==> config.mk <==
export PLATFORM = sky130hd
export DESIGN_NAME = uop_dispatch_queue
export DESIGN_NICKNAME = d
export VERILOG_FILES = /design/src/rtl/uop_dispatch_queue.sv
export SDC_FILE = /design/constraint.sdc
export NUM_CORES = 1
export LEC_CHECK = 0
export CAP_MARGIN = 15
export CORE_MARGIN = 3
export CORE_UTILIZATION = 55
export CTS_CLUSTER_SIZE = 8
export DETAILED_ROUTE_END_ITERATION = 8
export GPL_ROUTABILITY_DRIVEN = 0
export PLACE_DENSITY_LB_ADDON = 0.3
export SYNTH_ARGS = -nofsm -noshare
export SYNTH_HDL_FRONTEND = slang
export SYNTH_SLANG_ARGS = --single-unit
export TNS_END_PERCENT = 10
==> constraint.sdc <==
create_clock -name CLK -period 10.7 [get_ports CLK]
set_input_delay 2.14 -clock CLK [delete_from_list [all_inputs] [get_ports CLK]]
set_output_delay 2.14 -clock CLK [all_outputs]
set_load 0.05 [all_outputs]
==> src/rtl/uop_dispatch_queue.sv <==
// uop_dispatch_queue: in-order uop buffer between decode and execute.
// Each head uop is offered to scalar execute or the vector unit. Serializing
// uops (ifence, wfi, halt) wait for drained pipelines. The queue freezes once
// a halt has been dispatched. A flush empties the queue.
// Optional build macro UOP_DISPATCH_BYPASS_EN: an empty queue forwards a
// non-serializing enqueue straight to the consumers in the same cycle.

package uop_dispatch_pkg;
    typedef struct packed {
        logic [31:0] pc;
        logic [31:0] instr;
    } fetch_t;

    typedef struct packed {
        logic       ifence;
        logic       wfi;
        logic       halt;
        logic [4:0] op;
    } ctrl_t;

    typedef struct packed {
        logic [5:0] vop;
        logic [2:0] vsew;
    } vctrl_t;

    typedef struct packed {
        fetch_t fetch;
        ctrl_t  ctrl;
        vctrl_t vctrl;
    } uop_t;
endpackage

module uop_dispatch_queue
    import uop_dispatch_pkg::*;
#(
    parameter int DEPTH = 4,
    parameter int CNT_W = $clog2(DEPTH) + 1
) (
    input  logic             CLK,
    input  logic             RST,
    input  logic             flush,
    input  logic             enq_valid,
    input  logic             enq_is_vec,
    input  uop_t             enq_uop,
    output logic             enq_ready,
    input  logic             pipe_empty,
    input  logic             scalar_ready,
    input  logic             vector_ready,
    output logic             scalar_valid,
    output logic             vector_valid,
    output uop_t             deq_uop,
    output logic [CNT_W-1:0] count,
    output logic             halted
);

    localparam int PTR_W = $clog2(DEPTH);

    typedef enum logic [1:0] {
        ISSUE,
        SERIAL_WAIT,
        HALT
    } state_t;

    state_t           state;
    logic [PTR_W-1:0] head_ptr;
    logic [PTR_W-1:0] tail_ptr;
    uop_t             mem     [DEPTH];
    logic             vec_mem [DEPTH];

    uop_t head_uop;
    logic head_vec;
    logic empty;
    logic full;
    logic head_sv;
    logic head_vv;
    logic byp;
    logic byp_taken;
    logic push;
    logic pop;

    // Serializing uops must see drained execution pipelines before issue.
    function automatic logic is_serial(input uop_t u);
        return u.ctrl.ifence | u.ctrl.wfi | u.ctrl.halt;
    endfunction

    assign head_uop = mem[head_ptr];
    assign head_vec = vec_mem[head_ptr];
    assign empty    = (count == '0);
    assign full     = (count == CNT_W'(DEPTH));

    assign enq_ready = !full && (state != HALT);
    assign halted    = (state == HALT);

`ifdef UOP_DISPATCH_BYPASS_EN
    assign byp       = empty && (state == ISSUE) && enq_valid && !is_serial(enq_uop);
    assign byp_taken = byp && (enq_is_vec ? vector_ready : scalar_ready);
`else
    assign byp       = 1'b0;
    assign byp_taken = 1'b0;
`endif

    // Head offer is a function of registered state only (plus pipe_empty).
    always_comb begin
        head_sv = 1'b0;
        head_vv = 1'b0;
        case (state)
            ISSUE: begin
                if (!empty && !is_serial(head_uop)) begin
                    head_sv = !head_vec;
                    head_vv = head_vec;
                end
            end
            SERIAL_WAIT: begin
                // Serializing ops always retire through the scalar path.
                head_sv = !empty && pipe_empty;
            end
            default: begin
                head_sv = 1'b0;
                head_vv = 1'b0;
            end
        endcase
    end

    // Output mux: bypassed enqueue wins only while the queue is empty.
    always_comb begin
        if (byp) begin
            scalar_valid = !enq_is_vec;
            vector_valid = enq_is_vec;
            deq_uop      = enq_uop;
        end else begin
            scalar_valid = head_sv;
            vector_valid = head_vv;
            deq_uop      = head_uop;
        end
    end

    assign pop  = !byp && ((head_sv && scalar_ready) || (head_vv && vector_ready));
    assign push = enq_valid && enq_ready && !byp_taken;

    // Control state: pointers, occupancy and dispatch FSM.
    always_ff @(posedge CLK) begin
        if (RST) begin
            count    <= '0;
            head_ptr <= '0;
            tail_ptr <= '0;
            state    <= ISSUE;
        end else if (flush) begin
            count    <= '0;
            head_ptr <= tail_ptr;
            state    <= (state == HALT) ? HALT : ISSUE;
        end else begin
            if (push) begin
                tail_ptr <= tail_ptr + PTR_W'(1);
            end
            if (pop) begin
                head_ptr <= head_ptr + PTR_W'(1);
            end
            count <= count + CNT_W'(push) - CNT_W'(pop);
            case (state)
                ISSUE: begin
                    if (!empty && is_serial(head_uop)) begin
                        state <= SERIAL_WAIT;
                    end
                end
                SERIAL_WAIT: begin
                    if (pop) begin
                        state <= head_uop.ctrl.halt ? HALT : ISSUE;
                    end
                end
                default: state <= HALT;
            endcase
        end
    end

    // Entry storage; data is not reset, only written on an accepted push.
    always_ff @(posedge CLK) begin
        if (push && !flush) begin
            mem[tail_ptr]     <= enq_uop;
            vec_mem[tail_ptr] <= enq_is_vec;
        end
    end

endmodule

# ---- Yosys cells after proc, flatten, opt, wreduce, memory -nomap -nowiden
# Memory sizes are Yosys's and may differ from the RTL's. A register that Yosys moved wholly into a read port is not among the register bits.
# Index checks and enable logic that the tools add are counted.
dict set report totals {
  reg_bits 9
  mem_count 2
  ramBits 328
  wordCells 57
}
# memory depth word_bits rd rd_clocked_by_memory_dff wr line
set memory_table {}
lappend memory_table {mem 4 81 1 1 1 67} ;# uop_t mem [DEPTH];
lappend memory_table {vec_mem 4 1 1 1 1 68} ;# logic vec_mem [DEPTH];
dict set report classes {
  mux 18
  add_sub_neg 4
  bitwise_logic 3
  n_eq_ne 6
  n_reduce_logical 20
}
# op count
set op_table {}
lappend op_table {{two-way mux 2 bit} 11}
lappend op_table {{logical AND 1 bit} 8}
lappend op_table {{inequality test 3 bit (second input constant)} 2}
lappend op_table {{zero test 1 bit} 5}
lappend op_table {{two-way mux 1 bit} 5}
lappend op_table {{adder 2 x 1 -> 2 bit (second input constant)} 2}
lappend op_table {{one-hot mux 2 bit (2 select lines)} 1}
lappend op_table {{AND reduction 2 bit} 2}
lappend op_table {{adder 3 x 1 -> 3 bit} 1}
lappend op_table {{== test 3 bit (second input constant)} 1}
lappend op_table {{zero test 3 bit} 1}
lappend op_table {{subtractor 3 x 1 -> 3 bit} 1}
lappend op_table {{== test 2 x 1 -> 1 bit (second input constant)} 1}
lappend op_table {{== test 2 bit (second input constant)} 1}
lappend op_table {{zero test 2 bit} 1}
lappend op_table {{inequality test 2 bit (second input constant)} 1}
lappend op_table {{OR 1 bit} 2}
lappend op_table {{one-hot mux 1 bit (2 select lines)} 1}
lappend op_table {{nonzero test 2 bit} 1}
lappend op_table {{OR reduction 2 bit} 1}
lappend op_table {{logical OR 1 bit} 1}
lappend op_table {{inverter 1 bit} 1}

# ---- Depth between registers and ports, before layout
dict set report depth {
  depth_word 12
  mapped_depth 13
  depth_no_buf 12
}

# ---- Worst setup path before layout
# No wires, ideal clock.
dict set report synth_path {
  kind {input port to flip-flop}
  from {input port enq_valid}
  to {memory mem[0][0] (netlist bit), enable pin}
  t_required_ns 10.251
  setup_slack_ns 5.626
  arrival_ns 4.625
  setup_time_ns 0.449
  stages 4
  cell_sequence {inv_1 > a211o_1 > nor2_1 > and2_1}
}
dict set report synth_between {
  elab_chain_cells 4
}
# element line
set synth_rtl {}
lappend synth_rtl {{from (decl)} 42} ;# input logic enq_valid,
lappend synth_rtl {{logical AND 1 bit} 138} ;# assign push = enq_valid && enq_ready && !byp_taken;
lappend synth_rtl {{logical AND 1 bit} 177} ;# if (push && !flush) begin
lappend synth_rtl {{two-way mux 1 bit} 177}
lappend synth_rtl {{two-way mux 1 bit (implied by the code)} 178} ;# mem[tail_ptr] <= enq_uop;
lappend synth_rtl {{to (decl)} 67}
# Every way passes these cells.

==> results.ini <==
[clock_tree]
cts_resized = 0
cts_sinks = 339
clk_pin_slew_ps = 50
cts_htree_levels = 2
hold_buffers = 0
cts_buffer_depth = 3
cts-buffers-inserted = 48
postCtsSetupRepairBufs = 0
clock_latency_ps = 530
clock-root-buffer = clkbuf_16
cts_tree = yes

[detailed_routing]
met1_length_mm = 9.17
drt_iter0_drc = 351
top_layer_used = met4
avgViaCountPerCell = 5.78
wl_met2_mm = 12.6
wl_per_cell_um = 23.2
drc = 0
vias = 5869
wl_mm = 23.5
met3WireLength_mm = 1.30
ant_nets = 0
dr.pass1.iters = 5

[power_and_ir_drop]
switchingPower_uw = 684
clockPowerShare_pct = 42.5
switching_share_pct = 21.8
seq_power_share_pct = 48.1
p_leak_nw = 5.06
p_per_area_nw_per_um2 = 197
power_mw = 3.13
power.internal_mw = 2.45
pwr-share-comb_pct = 9.3
ir_worst_vdd_v = 0.000159

[global_route]
grt_pass1_vias = 6419
grt_pass1_wl_mm = 36.3
grt_max_degree = 47
antenna_found_initial = 0
overflow = 0
grt_usage_pct = 19.5

[synthesis]
syn-cell-area_sq_um = 12400
synth_common_cells = edfxtp_1 (328), mux4_2 (82), dfxtp_1 (11)
avgSynthCellArea_sq_um = 24.7
yosys_warnings = 0
ys_ff_latch = 339
yosysMostFrequentCell = edfxtp_1
synth_nets = 599
yosysTopAreaCell = edfxtp_1
synth_seq_area_share_pct = 80.9
yosysUniqueCellTypes = 34
synth_edf_count = 328
ys_async_sr_fraction_pct = 0
synth_area_leaders = edfxtp_1 (79%), mux4_2 (15%), dfxtp_1 (1.8%), ha_1 (0.60%), and2_1 (0.35%)
syn_inst = 503
synth_top_area_share_pct = 79.2
synthFlopType = edfxtp_1

[worst_setup_path]
critPathSlowestCell = dfxtp_4
slowest_delay_ps = 940
path_class = flop to output port
critPathMaxFanout = 46
crit_path_end_kind = output port
cp_cell_sequence = mux4_2 > or3_4 > o31ai_2 > clkdlybuf4s50_1
worstPathArrival_ps = 3740
cp.required_ps = 8560
start_kind = flop
cp_top_family = flip-flops
critPathBufInv = 1

[timing]
period_share_pct = 55.0
fmax_ghz = 0.170
slew_violations = 0
rsz0062_at_grt = no
slew_headroom_pct = 38.0
fin_setup_tns_ps = 0
timing.hold.ws_ps = 484
skew_ps = 17.7
setup_violations = 0
tightest_slew_ps = 930
min_period_ps = 5880
final_hold_viol_count = 0

[run]
cap_violations = 0

[layout]
syn2layout_area_growth_pct = 27.6
insertedDiodeCount = 0
drive_above_1_share_pct = 20.7
fin_cells = 1015
fin_nets = 811

[status]
status = finished, final reports clean

[floorplanning]
fp.dieH_um = 156
row_count = 54
dieArea_sq_um = 24500
core_area_sq_um = 22000
die_w_um = 156
start_util_pct = 56.5
ios = 177

[place]
hpwl_mm = 13.1
dp.cells = 945
numPortBuffers = 176

[min_path]
hold_path.class = flop to flop

[cells in the final DEF, fill, tap and decap left out]
| master | Yosys | final |
|---|---|---|
| nor3_1 | 2 | 2 |
| a31o_1 | 1 | 1 |
| o41ai_2 | 1 | 1 |
| a21oi_1 | 4 | 4 |
| o21ai_1 | 1 | 1 |
| edfxtp_1 | 328 | 328 |
| a32oi_2 | 1 | 1 |
| mux4_2 | 82 | 82 |
| clkinv_8 | 0 | 1 |
| and3_1 | 1 | 1 |
| and3b_1 | 1 | 1 |
| nand3_1 | 2 | 2 |
| buf_4 | 0 | 6 |
| a211o_1 | 2 | 2 |
| inv_1 | 7 | 7 |
| dfxtp_4 | 0 | 2 |
| nand3b_1 | 1 | 1 |
| o31ai_2 | 1 | 1 |
| clkinvlp_4 | 0 | 1 |
| fa_1 | 1 | 1 |
| nor3b_1 | 1 | 1 |
| and2_4 | 0 | 4 |
| mux2i_1 | 1 | 1 |
| o31a_1 | 1 | 1 |
| or2_2 | 2 | 2 |
| dfxtp_1 | 11 | 9 |
| ha_1 | 6 | 6 |
| nand2_1 | 3 | 3 |
| clkbuf_16 | 0 | 50 |
| clkbuf_1 | 10 | 18 |
| or3_4 | 1 | 1 |
| or3_1 | 1 | 1 |
| xnor2_1 | 3 | 3 |
| nor2_1 | 7 | 7 |
| and2_1 | 7 | 3 |
| nor2b_1 | 2 | 2 |
| clkdlybuf4s50_1 | 0 | 176 |
| a31oi_1 | 1 | 1 |
[through the flow]
| stage | util [%] | area (sq um) | setup slack, ps |
|---|---|---|---|
| 2_1_floorplan | - | 12400 | 5630 |
| 3_3_place_gp | 66.0 | 14500 | 4910 |
| 3_5_place_dp | 66.0 | 14500 | 4880 |
| 4_1_cts | 72.1 | 15900 | 4700 |
| 5_1_grt | 72.1 | 15900 | 4580 |
| 6_report | 72.1 | 15900 | 4820 |
[state kept, by name, indices dropped and copies added, names as in the netlist, named ones only]
| register | cells |
|---|---|
| mem | 324 |
| tail_ptr | 2 |
| count | 3 |
| state | 2 |
| vec_mem | 4 |
| head_ptr | 2 |
[worst register-to-register path: stages (launching register included)]
cell and delay (ps):
dfxtp_4 940, mux4_2 680, or3_4 440, o31ai_2 300, a32oi_2 140, inv_1 90, ha_1 110, inv_1 40
ha_1 200, fa_1 420, xnor2_1 180, xnor2_1 130, nor3_1 50
[final cells by class]
class,instances,area (sq um)
Tap cell,280,350
Inverter,7,26.3
Multi-Input combinational cell,137,2270
Clock inverter,2,23.8
Clock buffer,68,1320
Sequential cell,339,10100
Timing Repair Buffer,182,1810
Fill cell,1249,6150
[power groups by stage]
stage               Clock (mW)  Sequential (mW)  Combinational (mW)
global placement             0             1.53               0.288
global route              1.42             1.51               0.306
floorplan                    0             1.53               0.182
CTS                       1.36             1.51               0.296
detailed placement           0             1.53               0.294
finish                    1.33             1.51               0.293
[logic make-up (layout without fill, tap and decap cells)]
family	Yosys count	in the layout	synth area share, %
fa+ha+maj	7	7	0.764
buf+inv	27	259	0.885
compound gates	13	13	0.895
mux	83	83	14.9
simple gates	31	31	1.40
xor+xnor	3	3	0.211
flops	339	339	80.9
[final timing paths]
path                                from           end  slack (ps)  depth (start not counted)
worst min register to register  state[1]      state[1]         480                          2
worst min-delay path            state[1]      state[1]         480                          2
worst max-delay path                flop  scalar_valid        4820                          4
worst max register to register      flop      count[2]        6840                         12
[per-layer routing]
| layer | vias up | global-route usage (%) |
|---|---|---|
| li1 | 2570 | - |
| met2 | 193 | 33.6 |
| met4 | 0 | 6.17 |
| met1 | 3069 | 24.9 |
| met5 | - | 0 |
| met3 | 37 | 4.65 |
Note: power is estimated with default switching activity, not from simulation.
